`config.mk`:
```
export PLATFORM = sky130hd
export DESIGN_NAME = pc_gen
export DESIGN_NICKNAME = d
export VERILOG_FILES = /design/src/rtl/pc_gen.sv
export SDC_FILE = /design/constraint.sdc
export NUM_CORES = 1
export LEC_CHECK = 0
export ABC_AREA = 1
export CAP_MARGIN = 20
export CORE_ASPECT_RATIO = 0.8
export CORE_MARGIN = 1
export CORE_UTILIZATION = 46
export CTS_BUF_LIST = sky130_fd_sc_hd__clkbuf_4
export DETAILED_ROUTE_END_ITERATION = 8
export PLACE_DENSITY = 0.95
export SLEW_MARGIN = 20
export SYNTH_ARGS = -nofsm -noshare
export SYNTH_HDL_FRONTEND = slang
export SYNTH_SLANG_ARGS = --single-unit
```
`constraint.sdc`:
```
create_clock -name clk -period 2.2 [get_ports clk]
set_input_delay 0.44 -clock clk [delete_from_list [all_inputs] [get_ports clk]]
set_output_delay 0.44 -clock clk [all_outputs]
set_load 0.02 [all_outputs]
```
`src/rtl/pc_gen.sv`:
```
// pc_gen: IF-stage fetch PC register and next-PC generator.
// It selects PC+4 or a redirect target from a 3-bit PCSel code.
// A redirect that arrives while IF is stalled is held in a one-entry buffer.
// The buffer applies a priority rule: a HI-class entry (exception, eret,
// refetch) is never displaced by a LO-class entry (jump, branch, jr).
// Optional feature, enabled with macro PCGEN_REDIRECT_CNT_EN: adds a 32-bit
// Redirect_Cnt output that counts the redirects applied to PC.
module pc_gen #(
  parameter logic [31:0] RESET_PC   = 32'hBFC0_0000,
  parameter logic [31:0] EXCEPT_VEC = 32'hBFC0_0380
) (
  input  logic        clk,
  input  logic        rst,
  input  logic [2:0]  PCSel,
  input  logic        IF_Stall,
  input  logic [31:0] Jump_Target,
  input  logic [31:0] Branch_Target,
  input  logic [31:0] JR_Target,
  input  logic [31:0] CP0_EPC,
  input  logic [31:0] MEM_PC,
  output logic [31:0] PC,
  output logic        PC_Valid,
  output logic        Redirect_Pending,
`ifdef PCGEN_REDIRECT_CNT_EN
  output logic [31:0] Redirect_Cnt,
`endif
  output logic        IF_AdEL
);

  localparam int unsigned XLEN = 32;

  typedef enum logic {IDLE, PEND} state_t;

  state_t          state, state_nxt;
  logic [XLEN-1:0] target;
  logic [XLEN-1:0] pc_nxt;
  logic [XLEN-1:0] pend_tgt, pend_tgt_nxt;
  logic            pend_hi, pend_hi_nxt;
  logic            pc_valid_nxt;
  logic            redirect;
  logic            cls_hi;

  // Candidate next PC for the current PCSel; 111 behaves as sequential fetch
  always_comb begin
    target = PC + XLEN'(4);
    unique case (PCSel)
      3'b001:  target = Jump_Target;
      3'b010:  target = CP0_EPC;
      3'b011:  target = EXCEPT_VEC;
      3'b100:  target = Branch_Target;
      3'b101:  target = JR_Target;
      3'b110:  target = MEM_PC;
      default: target = PC + XLEN'(4);
    endcase
  end

  assign redirect = (PCSel != 3'b000) && (PCSel != 3'b111);
  assign cls_hi   = (PCSel == 3'b010) || (PCSel == 3'b011) || (PCSel == 3'b110);

  // Next-state, next-PC and pending-buffer update
  always_comb begin
    state_nxt    = state;
    pc_nxt       = PC;
    pc_valid_nxt = 1'b0;
    pend_tgt_nxt = pend_tgt;
    pend_hi_nxt  = pend_hi;
    unique case (state)
      IDLE: begin
        if (!IF_Stall) begin
          pc_nxt       = target;
          pc_valid_nxt = 1'b1;
        end else if (redirect) begin
          pend_tgt_nxt = target;
          pend_hi_nxt  = cls_hi;
          state_nxt    = PEND;
        end
      end
      PEND: begin
        // HI always overwrites; LO only replaces another LO
        if (redirect && (cls_hi || !pend_hi)) begin
          pend_tgt_nxt = target;
          pend_hi_nxt  = cls_hi;
        end
        if (!IF_Stall) begin
          pc_nxt       = pend_tgt_nxt;
          pc_valid_nxt = 1'b1;
          state_nxt    = IDLE;
        end
      end
      default: state_nxt = IDLE;
    endcase
  end

  // State, PC and pending-buffer registers
  always_ff @(posedge clk) begin
    if (rst) begin
      state    <= IDLE;
      PC       <= RESET_PC;
      PC_Valid <= 1'b0;
      pend_tgt <= '0;
      pend_hi  <= 1'b0;
    end else begin
      state    <= state_nxt;
      PC       <= pc_nxt;
      PC_Valid <= pc_valid_nxt;
      pend_tgt <= pend_tgt_nxt;
      pend_hi  <= pend_hi_nxt;
    end
  end

  assign Redirect_Pending = (state == PEND);
  assign IF_AdEL          = (PC[1:0] != 2'b00);

`ifdef PCGEN_REDIRECT_CNT_EN
  logic apply;

  assign apply = !IF_Stall && ((state == PEND) || redirect);

  // Count redirects that actually land on PC; buffer overwrites are not counted
  always_ff @(posedge clk) begin
    if (rst) begin
      Redirect_Cnt <= '0;
    end else if (apply) begin
      Redirect_Cnt <= Redirect_Cnt + XLEN'(1);
    end
  end
`endif

endmodule

```
After elaboration in Yosys (flattened, before gate mapping)
Index checks and enable logic that the tools add are counted.
Word-level totals
  word-level logic and storage cells: 47
  register bits: 67
  bits of input ports: 166
Cells by class
  bitwise logic cells: 1
  $add $sub $neg: 1
  eq/ne operators: 12
  multiplexer cells: 17
  reductions and logical operators: 11
Operator list (number)
  $pmux 32 s6: 1
  $mux 32: 5
  $pmux 32 s2: 2
  $add 32x3->32 const B: 1
  $eq 3x3->1 const B: 3
  $ne 2x2->1 const B: 4
  $mux 1: 7
  $eq 3x2->1 const B: 2
  $pmux 1 s2: 2
  $reduce_and 2->1: 2
  $eq 3x1->1 const B: 1
  $logic_or 1x1->1: 3
  $ne 3x3->1 const B: 1
  $reduce_and 3->1: 1
  $reduce_bool 3->1: 1
  $logic_and 1x1->1: 2
  $ne 2x1->1 const B: 1
  $reduce_bool 2->1: 1
  $logic_not 1->1: 1
  $not 1->1: 1

Logic depth before layout (Yosys ltp)
  depth in word-level cells: 8
  mapped depth: 12
  gate-level depth less buffers: 12

Worst setup path before layout
No wires, ideal clock.
  path kind: register to register
  from: register PC[2]
  to: register pend_tgt[22]
  data arrival time: 1.689 ns
  library setup time: 0.113 ns
  cell stages (with the launch flop): 13
  setup slack: 0.398 ns
  clock period less this slack: 1.802 ns
  cells stage by stage: dfxtp_1 -> ha_1 -> inv_1 -> nor2_2 -> nand2_1 -> nor2_1 -> nand2_1 -> nand2_1 -> nand2_1 -> nand2_1 -> nand2_1 -> o21ai_1 -> inv_1
On the way
  word-level cells in the longest chain between the ends: 5
  elaborated cells between the ends (all ways): 6
RTL lines
  start: declaration: line 21  | output logic [31:0] PC,
  start signal: assignment: line 104  | PC <= pc_nxt;
  $add 32x3->32 (*): line 53  | default: target = PC + XLEN'(4);
  $pmux 32 s6 (*): line 46  | unique case (PCSel)
  $mux 32: line 72  | end else if (redirect) begin
  $mux 32: line 69  | if (!IF_Stall) begin
  $pmux 32 s2 (*): line 67  | unique case (state)
  end signal: assignment: line 106  | pend_tgt <= pend_tgt_nxt;
  end: declaration: line 37  | logic [XLEN-1:0] pend_tgt, pend_tgt_nxt;
Every way passes the cells marked *; elsewhere a longest branch is shown, timed or not. The select of a mux whose other input is x is not followed.
A chain may end at the register's enable or synchronous reset.

Final worst setup path
  from: register state, in the netlist Redirect_Pending
  to: output port Redirect_Pending
RTL lines
  start: declaration: line 34  | state_t state, state_nxt;
  start signal: assignment: line 103  | state <= state_nxt;
  end: declaration: line 23  | output logic Redirect_Pending,
No word-level cell between the ends.

==> impl_metrics.json <==
{
  "post-route-drc-count": 0,
  "synth_largest_area_cell": "nand2_1",
  "htreeDepth": 3,
  "ctsResizeCount": 0,
  "cts_buffers": 9,
  "antenna_found_initial": 0,
  "yosysUniqueCellTypes": 36,
  "ys_seq_area_share_pct": 26.3,
  "routed_via_density": 5.32,
  "floorplan.initialDensity_pct": 47.1,
  "syn_avg_cell_area_um2": 5.51,
  "wirelength_um": 20700,
  "peakVddDrop_v": 0.000273,
  "setup_viol_count_final": 0,
  "nFillCells": 869,
  "overflow": 0,
  "grt_pass1_vias": 6378,
  "worstReg2RegEnd": "PC[20]",
  "dieArea_um2": 11500,
  "hpwl_um": 16300,
  "cp-end-kind": "output pin",
  "drt_iter0_drc": 1002,
  "chipWidth_um": 120,
  "ant_nets": 0,
  "synth_warnings": 0,
  "multi_input_area_um2": 3160,
  "finalInstanceArea_um2": 7660,
  "rows": 34,
  "syn_area_um2": 5100,
  "synth_area_leaders": "nand2_1 (31%), dfxtp_1 (26%), nor2_1 (7.5%), nand3_1 (7.3%), inv_1 (6.4%)",
  "post_cts.repair.setup_buffers": 0,
  "crit_fanout": 4,
  "synth_nets": 1093,
  "power_density_nw_per_um2": 470,
  "netlist.area_leader.share_pct": 30.7,
  "holdPathStages": 2,
  "io_pins": 201,
  "wire_per_inst_um": 15.9,
  "core_um2": 10800,
  "min_period_over_period_pct": 95.5,
  "rsz0062_at_grt": "no",
  "critPathTopFamily": "buffers and inverters",
  "holdCritPathClass": "reg -> reg",
  "hold_viol": 0,
  "clk_path_buf_depth": 2,
  "post_dp_cell_area_um2": 7530,
  "yosys_register_bits": 67,
  "worstSetupStartpointType": "register",
  "cp.required_ns": 1.76,
  "grt_max_degree": 25,
  "reg2regPathDepth": 11,
  "cts_root_buffer": "clkbuf_4",
  "path_class": "reg -> out",
  "gp_congestion": 0.972,
  "critPathMaxStageDelay_ns": 0.69,
  "holdWs_ns": 0.498,
  "cap_violations": 0,
  "hp-start": "PC[0]",
  "drive_above_1_share_pct": 8.53,
  "clock_skew_ns": 0.0162,
  "reg2reg_setup_slack_ns": 0.14,
  "grt_pass1_wl_um": 32000,
  "arrival_ns": 1.66,
  "syn2layout_area_growth_pct": 50.1,
  "ff_latch_area_um2": 1340,
  "dr_total_vias": 6947,
  "tightest_slew_ns": 0.576,
  "p_leak_uw": 0.00374,
  "hold_end": "PC[0]",
  "tritoncts": "yes",
  "slew_violations": 0,
  "status": "finished clean",
  "track_usage_pct": 35.9,
  "fin_crit_ns": 2.10,
  "cts.sinks": 67,
  "num_antenna_cells": 0,
  "path_cells": "clkdlybuf4s50_1",
  "clock_latency_ns": 0.43,
  "portBuffers": 200,
  "ctsHoldBuffers": 0,
  "firstDrtPassIters": 5,
  "clkTransAtPathRegs_ns": 0.12,
  "chipHeight_um": 96.2,
  "slowest_stage": "clkdlybuf4s50_1",
  "max_slew_margin_pct": 61.5,
  "syn_inst": 926,
  "nNetsFinal": 1323,
  "max_freq_mhz": 476,
  "r2r_start": "PC[2]",
  "path_buf_inv": 1
}
## state kept, by name (all words and copies together), names as in the netlist
register          flops
Redirect_Pending      1
PC_Valid              1
PC                   32
pend_hi               1
pend_tgt             32
## cell usage after synthesis, drive strengths merged
library cell  instances
nand3                74
o211ai                8
xnor2                 3
o21ai                48
nand4                 5
inv                  91
nand3b                3
and2                  1
nand2               420
dfxtp                67
nor2                106
a21oi                33
o22ai                 2
clkbuf                7
or2                   4
o21bai                2
buf                  33
nor3                 10
xor2                  7
clkinv                1
ha                    1
## worst max-delay path by stage
stage | slack, ns | end | depth (start not counted) | start
floorplan | 0.40 | pend_tgt[22] | 12 | PC[2]
global placement | -0.11 | pend_tgt[14] | 10 | PCSel[2]
detailed placement | -0.18 | pend_tgt[14] | 10 | PCSel[2]
CTS | 0.13 | PC[27] | 1 | PC[27]
global route | 0.03 | PC[27] | 1 | PC[27]
finish | 0.1 | Redirect_Pending | 1 | Redirect_Pending
## area by class of cell
cell class                      count  area share, %
Multi-Input combinational cell    727           41.3
Timing Repair Buffer              259           32.6
Sequential cell                    67           17.5
Inverter                           92           4.54
Tap cell                          144           2.35
Clock buffer                        9          0.882
Clock inverter                      7          0.882
## metrics by stage
stage	TNS [ns]	utilization (%)	power [uW]	setup WS, ns	instances
final	0	70.6	3600	0.0992	1305
after global routing	0	70.6	3770	0.0302	1305
after CTS	0	70.6	3560	0.129	1305
after detailed placement	-4.67	69.4	2750	-0.180	1289
after floorplan	0	-	2070	0.398	926
after global placement	-1.24	69.4	2720	-0.109	1289
## power breakdown
| part | leakage [uW] | switching [uW] | internal [uW] |
|---|---|---|---|
| registers | 0.000554 | 117 | 1330 |
| logic | 0.00312 | 673 | 648 |
| clock network | 0.0000714 | 489 | 343 |
| total | 0.00374 | 1280 | 2320 |
## worst register-to-register path, cell delays in order, from the launching register on
cell     delay [ns]
dfxtp_1        0.36
ha_1           0.24
inv_1          0.09
nor2_2         0.14
nand2_1        0.17
nor2_2         0.27
nand3_1        0.11
nand2_1        0.08
nand3_1        0.15
nand2_1        0.14
nand3_1        0.17
nand2_1        0.10
## routing by layer
layer	vias to the layer above	track usage, %	share of wire, %
li1	3334	-	-
met5	-	0	0
met1	3065	47.7	41
met4	0	11.3	2.7
met2	491	57.5	42
met3	57	8.53	13
## cells by family (layout without fill, tap and decap cells)
kind of cell               after synthesis  in the layout  synth area share (%)
xor gates and xnor gates                10             10                  1.72
adders and majority gates                1              1                 0.245
buffers and inverters                  132            367                  11.8
AOI/OAI and AO/OA                       93             93                  10.9
DFF                                     67             67                  26.3
and+or+nand+nor                        623            623                  49.1
## layout by cell type, fill, tap and decap left out, types with 2 or more instances in the layout
master	netlist	layout
nor3_1	8	8
nand3b_1	3	3
buf_12	0	4
clkdlybuf4s50_1	0	200
nand4_1	5	5
nand2_1	418	418
xnor2_1	3	3
o21ai_1	15	15
o21ai_0	31	31
a21oi_1	23	23
clkinv_1	1	3
o211ai_1	7	7
a21oi_2	9	9
nor2_2	4	4
or2_0	3	3
nor2_1	102	102
o21bai_1	2	2
inv_1	87	87
nor3_2	2	2
nand2_2	2	2
inv_2	3	3
dfxtp_1	67	67
buf_4	3	55
nand3_1	74	74
xor2_1	7	7
clkbuf_4	0	9
o22ai_1	2	2
Note: power is estimated with default switching activity, not from simulation.
